`src/rtl/cdc_fifo_stream_reader_if.sv`:
```
// Bundle of FIFO read-port, output stream and flush/status signals for the stream reader.
interface cdc_fifo_stream_reader_if #(
  parameter int unsigned DATA_WIDTH  = 8,
  parameter int unsigned COUNT_WIDTH = 16
);

  // FIFO receiver port (show-ahead)
  logic                   fifo_empty;
  logic [DATA_WIDTH-1:0]  fifo_read_data;
  logic                   fifo_read_increment;

  // Downstream valid/ready stream
  logic [DATA_WIDTH-1:0]  out_data;
  logic                   out_valid;
  logic                   out_ready;
  logic                   out_last;

  // Flush control and status
  logic                   flush;
  logic                   flushing;
  logic [COUNT_WIDTH-1:0] delivered_count;

  // Reader side: consumes FIFO words, produces the stream
  modport master (
    input  fifo_empty,
    input  fifo_read_data,
    input  out_ready,
    input  flush,
    output fifo_read_increment,
    output out_data,
    output out_valid,
    output out_last,
    output flushing,
    output delivered_count
  );

  // Environment side: FIFO plus downstream consumer
  modport slave (
    output fifo_empty,
    output fifo_read_data,
    output out_ready,
    output flush,
    input  fifo_read_increment,
    input  out_data,
    input  out_valid,
    input  out_last,
    input  flushing,
    input  delivered_count
  );

endinterface

```
`src/rtl/cdc_fifo_stream_reader.sv`:
```
// Read-domain FIFO drain: 2-entry skid buffer to a registered valid/ready stream,
// fixed-length packet framing, saturating delivered-word counter and flush.
module cdc_fifo_stream_reader #(
  parameter int unsigned DATA_WIDTH    = 8,
  parameter int unsigned PACKET_LENGTH = 16,
  parameter int unsigned COUNT_WIDTH   = 16
) (
  input  logic                     clock,
  input  logic                     reset,
  cdc_fifo_stream_reader_if.master bus
);

  localparam int unsigned IDX_W = (PACKET_LENGTH > 1) ? $clog2(PACKET_LENGTH) : 1;
  localparam logic [IDX_W-1:0] IDX_LAST = IDX_W'(PACKET_LENGTH - 1);

  typedef enum logic {
    ST_STREAM = 1'b0,
    ST_FLUSH  = 1'b1
  } state_e;

  state_e                 state_q, state_d;
  logic [1:0]             occ_q, occ_d;
  logic [DATA_WIDTH-1:0]  head_q, head_d;
  logic [DATA_WIDTH-1:0]  skid_q, skid_d;
  logic                   valid_q, valid_d;
  logic                   last_q, last_d;
  logic [IDX_W-1:0]       idx_q, idx_d;
  logic [COUNT_WIDTH-1:0] cnt_q, cnt_d;

  logic pop_c;
  logic xfer_c;
  logic flushing_c;

  assign xfer_c = valid_q && bus.out_ready;

  // State register
  always_ff @(posedge clock or posedge reset) begin
    if (reset) begin
      state_q <= ST_STREAM;
    end else begin
      state_q <= state_d;
    end
  end

  // Next state: flush request enters FLUSH, first observed empty leaves it
  always_comb begin
    state_d = state_q;
    case (state_q)
      ST_STREAM: if (bus.flush)      state_d = ST_FLUSH;
      ST_FLUSH:  if (bus.fifo_empty) state_d = ST_STREAM;
      default:                       state_d = ST_STREAM;
    endcase
  end

  // FSM outputs: pop only from a non-empty FIFO, never while held in reset
  always_comb begin
    pop_c      = 1'b0;
    flushing_c = 1'b0;
    case (state_q)
      ST_STREAM: pop_c = !bus.fifo_empty && (occ_q < 2'd2);
      ST_FLUSH: begin
        pop_c      = !bus.fifo_empty;
        flushing_c = 1'b1;
      end
      default: pop_c = 1'b0;
    endcase
    if (reset) pop_c = 1'b0;
  end

  // Buffer, packet index and counter next-state
  always_comb begin
    head_d = head_q;
    skid_d = skid_q;
    occ_d  = occ_q;
    idx_d  = idx_q;
    cnt_d  = cnt_q;

    // A transfer always completes, even in the cycle a flush is requested
    if (xfer_c) begin
      idx_d = (idx_q == IDX_LAST) ? '0 : idx_q + 1'b1;
      if (cnt_q != '1) cnt_d = cnt_q + 1'b1;
    end

    if (state_q == ST_FLUSH) begin
      // Popped words are dropped; buffer stays empty
      occ_d = 2'd0;
    end else if (bus.flush) begin
      // Discard buffered words and any word popped this cycle
      occ_d = 2'd0;
      idx_d = '0;
    end else begin
      case (occ_q)
        2'd0: begin
          if (pop_c) begin
            head_d = bus.fifo_read_data;
            occ_d  = 2'd1;
          end
        end
        2'd1: begin
          case ({xfer_c, pop_c})
            2'b11: head_d = bus.fifo_read_data;
            2'b10: occ_d  = 2'd0;
            2'b01: begin
              skid_d = bus.fifo_read_data;
              occ_d  = 2'd2;
            end
            default: occ_d = occ_q;
          endcase
        end
        2'd2: begin
          // Full: no pop possible; a transfer promotes the skid entry
          if (xfer_c) begin
            head_d = skid_q;
            occ_d  = 2'd1;
          end
        end
        default: occ_d = 2'd0;
      endcase
    end

    valid_d = (occ_d != 2'd0);
    last_d  = valid_d && (idx_d == IDX_LAST);
  end

  // Datapath registers
  always_ff @(posedge clock or posedge reset) begin
    if (reset) begin
      occ_q   <= 2'd0;
      head_q  <= '0;
      skid_q  <= '0;
      valid_q <= 1'b0;
      last_q  <= 1'b0;
      idx_q   <= '0;
      cnt_q   <= '0;
    end else begin
      occ_q   <= occ_d;
      head_q  <= head_d;
      skid_q  <= skid_d;
      valid_q <= valid_d;
      last_q  <= last_d;
      idx_q   <= idx_d;
      cnt_q   <= cnt_d;
    end
  end

  assign bus.fifo_read_increment = pop_c;
  assign bus.out_data            = head_q;
  assign bus.out_valid           = valid_q;
  assign bus.out_last            = last_q;
  assign bus.flushing            = flushing_c;
  assign bus.delivered_count     = cnt_q;

endmodule

```
`src/flat_wrapper.sv`:
```
// flat-port wrapper written by rule: the top's interface ports become plain ports
module cdc_fifo_stream_reader_flat 
#(
  parameter int unsigned DATA_WIDTH    = 8,
  parameter int unsigned PACKET_LENGTH = 16,
  parameter int unsigned COUNT_WIDTH   = 16
)
  (clock, reset, bus_fifo_empty, bus_fifo_read_data, bus_out_ready, bus_flush, bus_fifo_read_increment, bus_out_data, bus_out_valid, bus_out_last, bus_flushing, bus_delivered_count);
  cdc_fifo_stream_reader_if #(.DATA_WIDTH(DATA_WIDTH), .COUNT_WIDTH(COUNT_WIDTH)) bus_i ();
  input  logic clock;
  input  logic reset;
  input wire logic [$bits(bus_i.fifo_empty)-1:0] bus_fifo_empty;
  input wire logic [$bits(bus_i.fifo_read_data)-1:0] bus_fifo_read_data;
  input wire logic [$bits(bus_i.out_ready)-1:0] bus_out_ready;
  input wire logic [$bits(bus_i.flush)-1:0] bus_flush;
  output wire logic [$bits(bus_i.fifo_read_increment)-1:0] bus_fifo_read_increment;
  output wire logic [$bits(bus_i.out_data)-1:0] bus_out_data;
  output wire logic [$bits(bus_i.out_valid)-1:0] bus_out_valid;
  output wire logic [$bits(bus_i.out_last)-1:0] bus_out_last;
  output wire logic [$bits(bus_i.flushing)-1:0] bus_flushing;
  output wire logic [$bits(bus_i.delivered_count)-1:0] bus_delivered_count;
  assign bus_i.fifo_empty = bus_fifo_empty;
  assign bus_i.fifo_read_data = bus_fifo_read_data;
  assign bus_i.out_ready = bus_out_ready;
  assign bus_i.flush = bus_flush;
  assign bus_fifo_read_increment = bus_i.fifo_read_increment;
  assign bus_out_data = bus_i.out_data;
  assign bus_out_valid = bus_i.out_valid;
  assign bus_out_last = bus_i.out_last;
  assign bus_flushing = bus_i.flushing;
  assign bus_delivered_count = bus_i.delivered_count;
  cdc_fifo_stream_reader #(.DATA_WIDTH(DATA_WIDTH), .PACKET_LENGTH(PACKET_LENGTH), .COUNT_WIDTH(COUNT_WIDTH)) u_core (.clock(clock), .reset(reset), .bus(bus_i));
endmodule
```
`config.mk`:
```
export PLATFORM = sky130hd
export DESIGN_NAME = cdc_fifo_stream_reader_flat
export DESIGN_NICKNAME = d
export VERILOG_FILES = /design/src/rtl/cdc_fifo_stream_reader_if.sv /design/src/rtl/cdc_fifo_stream_reader.sv /design/src/flat_wrapper.sv
export SDC_FILE = /design/constraint.sdc
export NUM_CORES = 1
export LEC_CHECK = 0
export ABC_AREA = 1
export CAP_MARGIN = 10
export CORE_MARGIN = 3
export CORE_UTILIZATION = 50
export CTS_CLUSTER_SIZE = 40
export DETAILED_ROUTE_END_ITERATION = 16
export PLACE_DENSITY = 0.87
export SLEW_MARGIN = 40
export SYNTH_ARGS = -nofsm -noshare
export SYNTH_HDL_FRONTEND = slang
export SYNTH_SLANG_ARGS = --single-unit
```
`constraint.sdc`:
```
create_clock -name clock -period 3 [get_ports clock]
set_input_delay 0.6 -clock clock [delete_from_list [all_inputs] [get_ports clock]]
set_output_delay 0.6 -clock clock [all_outputs]
set_load 0.03 [all_outputs]
```
==> results of run 1 <==
[flip-flops by register name, indices dropped and copies added (netlist names)]
register	count
u_core.occ_q	2
u_core.bus.out_data	8
u_core.bus.out_valid	1
u_core.idx_q	4
u_core.state_q	1
u_core.bus.delivered_count	16
u_core.skid_q	8
u_core.bus.out_last	1
[power breakdown]
group	internal (mW)	switching (mW)	total, mW
logic	0.304	0.453	0.757
registers	0.671	0.132	0.803
clock network	0.161	0.192	0.354
[final cells by class]
cell class | count | area [um^2] | share of cell area [%]
multi-input cells | 220 | 1100 | 38.4
flip-flops and latches | 41 | 1030 | 35.7
repair buffers | 42 | 415 | 14.5
inverters | 46 | 178 | 6.19
clock buffers | 6 | 72.6 | 2.53
well taps | 52 | 65.1 | 2.27
clock inverters | 2 | 10.0 | 0.349
[placed cells by master, fill, tap and decap left out, drive strengths merged]
cell,instances
a21boi,1
and3,1
clkdlybuf4s50,40
clkinv,3
inv,45
o21bai,1
xor2,2
nand2,113
ha,4
clkbuf,6
nand3,15
o21ai,37
xnor2,2
a21oi,3
nand4,6
nor2,33
nand3b,1
nor3,1
dfrtp,41
buf,2
[routing by layer]
metal | part of all wire, % | wire [um] | global-route usage (%)
met1 | 45 | 2280 | 24.7
met3 | 3.6 | 183 | 4.32
met5 | 0 | 0 | 0
met2 | 50 | 2550 | 34.0
met4 | 1.6 | 84 | 7.51
[worst min-delay path, cell delays in order (launching register included)]
cell and delay (ps):
dfrtp_1 350, nand2_1 50, o21ai_1 60
[through the flow]
stage                     power (mW)  instance area (um^2)  worst slack [ps]  std cells
final                           1.91                  2870               191        409
after global routing            2.01                  2870              83.0        409
after CTS                       1.92                  2870               193        409
after detailed placement        1.57                  2790               192        401
after global placement          1.54                  2790               269        401
after floorplan                 1.26                  2350               675        312
[path summary, 6_finish.rpt]
check                            startpoint                       endpoint  slack, ps  depth (start not counted)
setup / recovery             bus_fifo_empty        bus_fifo_read_increment        190                          5
hold / removal             u_core.skid_q[1]               u_core.skid_q[1]        500                          2
setup reg to reg            u_core.occ_q[1]         u_core.bus.out_data[0]       1150                          7
hold reg to reg            u_core.skid_q[1]               u_core.skid_q[1]        500                          2
max in group asynchronous             reset  u_core.bus.delivered_count[7]       1860                          3
min in group asynchronous             reset         u_core.bus.out_data[4]        790                          3
[kinds of logic (layout without fill, tap and decap cells)]
family | after synthesis | in the layout | share of synthesized area [%]
AO/OA/AOI/OAI | 42 | 42 | 11.4
XOR/XNOR | 4 | 4 | 1.49
adder cells (fa/ha/maj) | 4 | 4 | 2.13
buffers and inverters | 51 | 96 | 9.42
flip-flops | 41 | 41 | 43.6
AND/OR/NAND/NOR | 170 | 170 | 31.9
==> flow_metrics.py, run 1 <==
metrics = {
    "timing": {
        "fin_skew_ps": 4.33,
        "setup_tns_ps": 0,
        "whs_ps": 497,
        "drv_slew": 0,
        "worst_pin_slew_ps": 574,
        "setup_viol": 0,
        "slew_headroom_pct": 61.6,
        "period_minus_slack_ps": 2810,
        "rsz0062_at_grt": "no",
        "fmax_mhz": 356,
        "finalHoldViolCount": 0,
        "fin_crit_sh_pct": 93.6,
    },
    "routing": {
        "num_vias": 2091,
        "first_pass_iters": 4,
        "ant_nets": 0,
        "routed_via_density": 5.11,
        "wl_um": 5110,
        "drc": 0,
        "wl_per_cell_um": 12.5,
        "drt_iter0_drc": 87,
    },
    "place": {
        "routabilityCongestion": 0.873,
        "io_buffer_count": 40,
        "hpwlAfterDp_um": 3740,
    },
    "worst_setup_path": {
        "cpMaxStageDelayCell": "clkdlybuf4s50_1",
        "cpPeakStageDelay_ps": 720,
        "crit_required_ps": 2400,
        "crit_path_start_kind": "input pin",
        "cp-end-kind": "output pin",
        "path_cells": "clkdlybuf4s50_1 > nor2_1 > inv_1 > a21oi_1 > clkdlybuf4s50_1",
        "crit_top_cell": "clkdlybuf4s50_1",
        "critPathBufInv": 3,
        "path_max_fanout": 3,
        "crit_type": "in -> out",
        "worst_ep_arrival_time_ps": 2210,
        "cpLargestDelayFamily": "buffers and inverters",
    },
    "logic_synthesis": {
        "synth_common_cells": "108 x nand2_1, 44 x inv_1, 41 x dfrtp_1",
        "async_flop_share_pct": 100,
        "yosysWarnings": 0,
        "yosys-top-cells-area": "dfrtp_1 44%, nand2_1 17%, inv_1 7.0%",
        "synthDistinctLibCells": 27,
        "synth_edf_count": 0,
        "netlist_area_mm2": 0.00235,
        "ys_seq_area_share_pct": 43.6,
        "synth_area_leader_cell": "dfrtp_1",
        "synthCells": 312,
        "yosysTopAreaCellShare_pct": 43.6,
        "yosysMostFrequentCell": "nand2_1",
        "synthesis.nets": 329,
        "avgSynthCellArea_um2": 7.54,
        "synth_seq_cells": 41,
        "synth_flop_cell": "dfrtp_1",
    },
    "finish": {
        "area_growth_pct": 22.1,
        "fillers": 397,
        "layout-drive-gt1-share_pct": 10.1,
        "fin_nets": 373,
        "antenna_cells": 0,
        "fin_util_pct": 64.6,
    },
    "floorplan": {
        "die_h_um": 74.6,
        "placementRows": 24,
        "core_mm2": 0.00444,
        "dieArea_mm2": 0.00556,
        "ios": 41,
        "die_w_um": 74.6,
        "start_util_pct": 52.9,
    },
    "clock_tree": {
        "clkLatencyLatePin_ps": 300,
        "clk_pin_slew_ps": 80,
        "cts_resized": 0,
        "cts_tree": "yes",
        "htree_levels": 2,
        "clock-root-buffer": "clkbuf_8",
        "cts-buffers-inserted": 5,
        "cts_hold_buf": 0,
        "cts.sinks": 41,
        "cts_setup_buffers": 0,
        "cts_buffer_depth": 2,
    },
    "grt": {
        "grt_pass1_vias": 1946,
        "grt_pass1_wl_um": 8580,
        "grt_usage_pct": 19.9,
        "overflow": 0,
        "antenna_found_initial": 0,
        "grt_max_degree": 42,
    },
    "power": {
        "vdd_ir_drop_max_v": 0.000468,
        "p_per_area_mw_per_mm2": 666,
        "p_leak_nw": 1.37,
    },
    "job": {
        "maxCapViolCount": 0,
    },
    "status": {
        "outcome": "completed",
    },
    "worst_hold_path": {
        "hp-class": "reg -> reg",
    },
}
No activity file was read; power rests on OpenSTA's default activity.
==> run 2: changes to the inputs <==
--- a/config.mk
+++ b/config.mk
@@ -12,7 +12,7 @@
 export CTS_CLUSTER_SIZE = 40
 export DETAILED_ROUTE_END_ITERATION = 16
 export PLACE_DENSITY = 0.87
-export SLEW_MARGIN = 40
+export SLEW_MARGIN = 30
 export SYNTH_ARGS = -nofsm -noshare
 export SYNTH_HDL_FRONTEND = slang
 export SYNTH_SLANG_ARGS = --single-unit
==> results of run 2 <==
The final DEF is identical to that of run 1; final timing and power are the same.
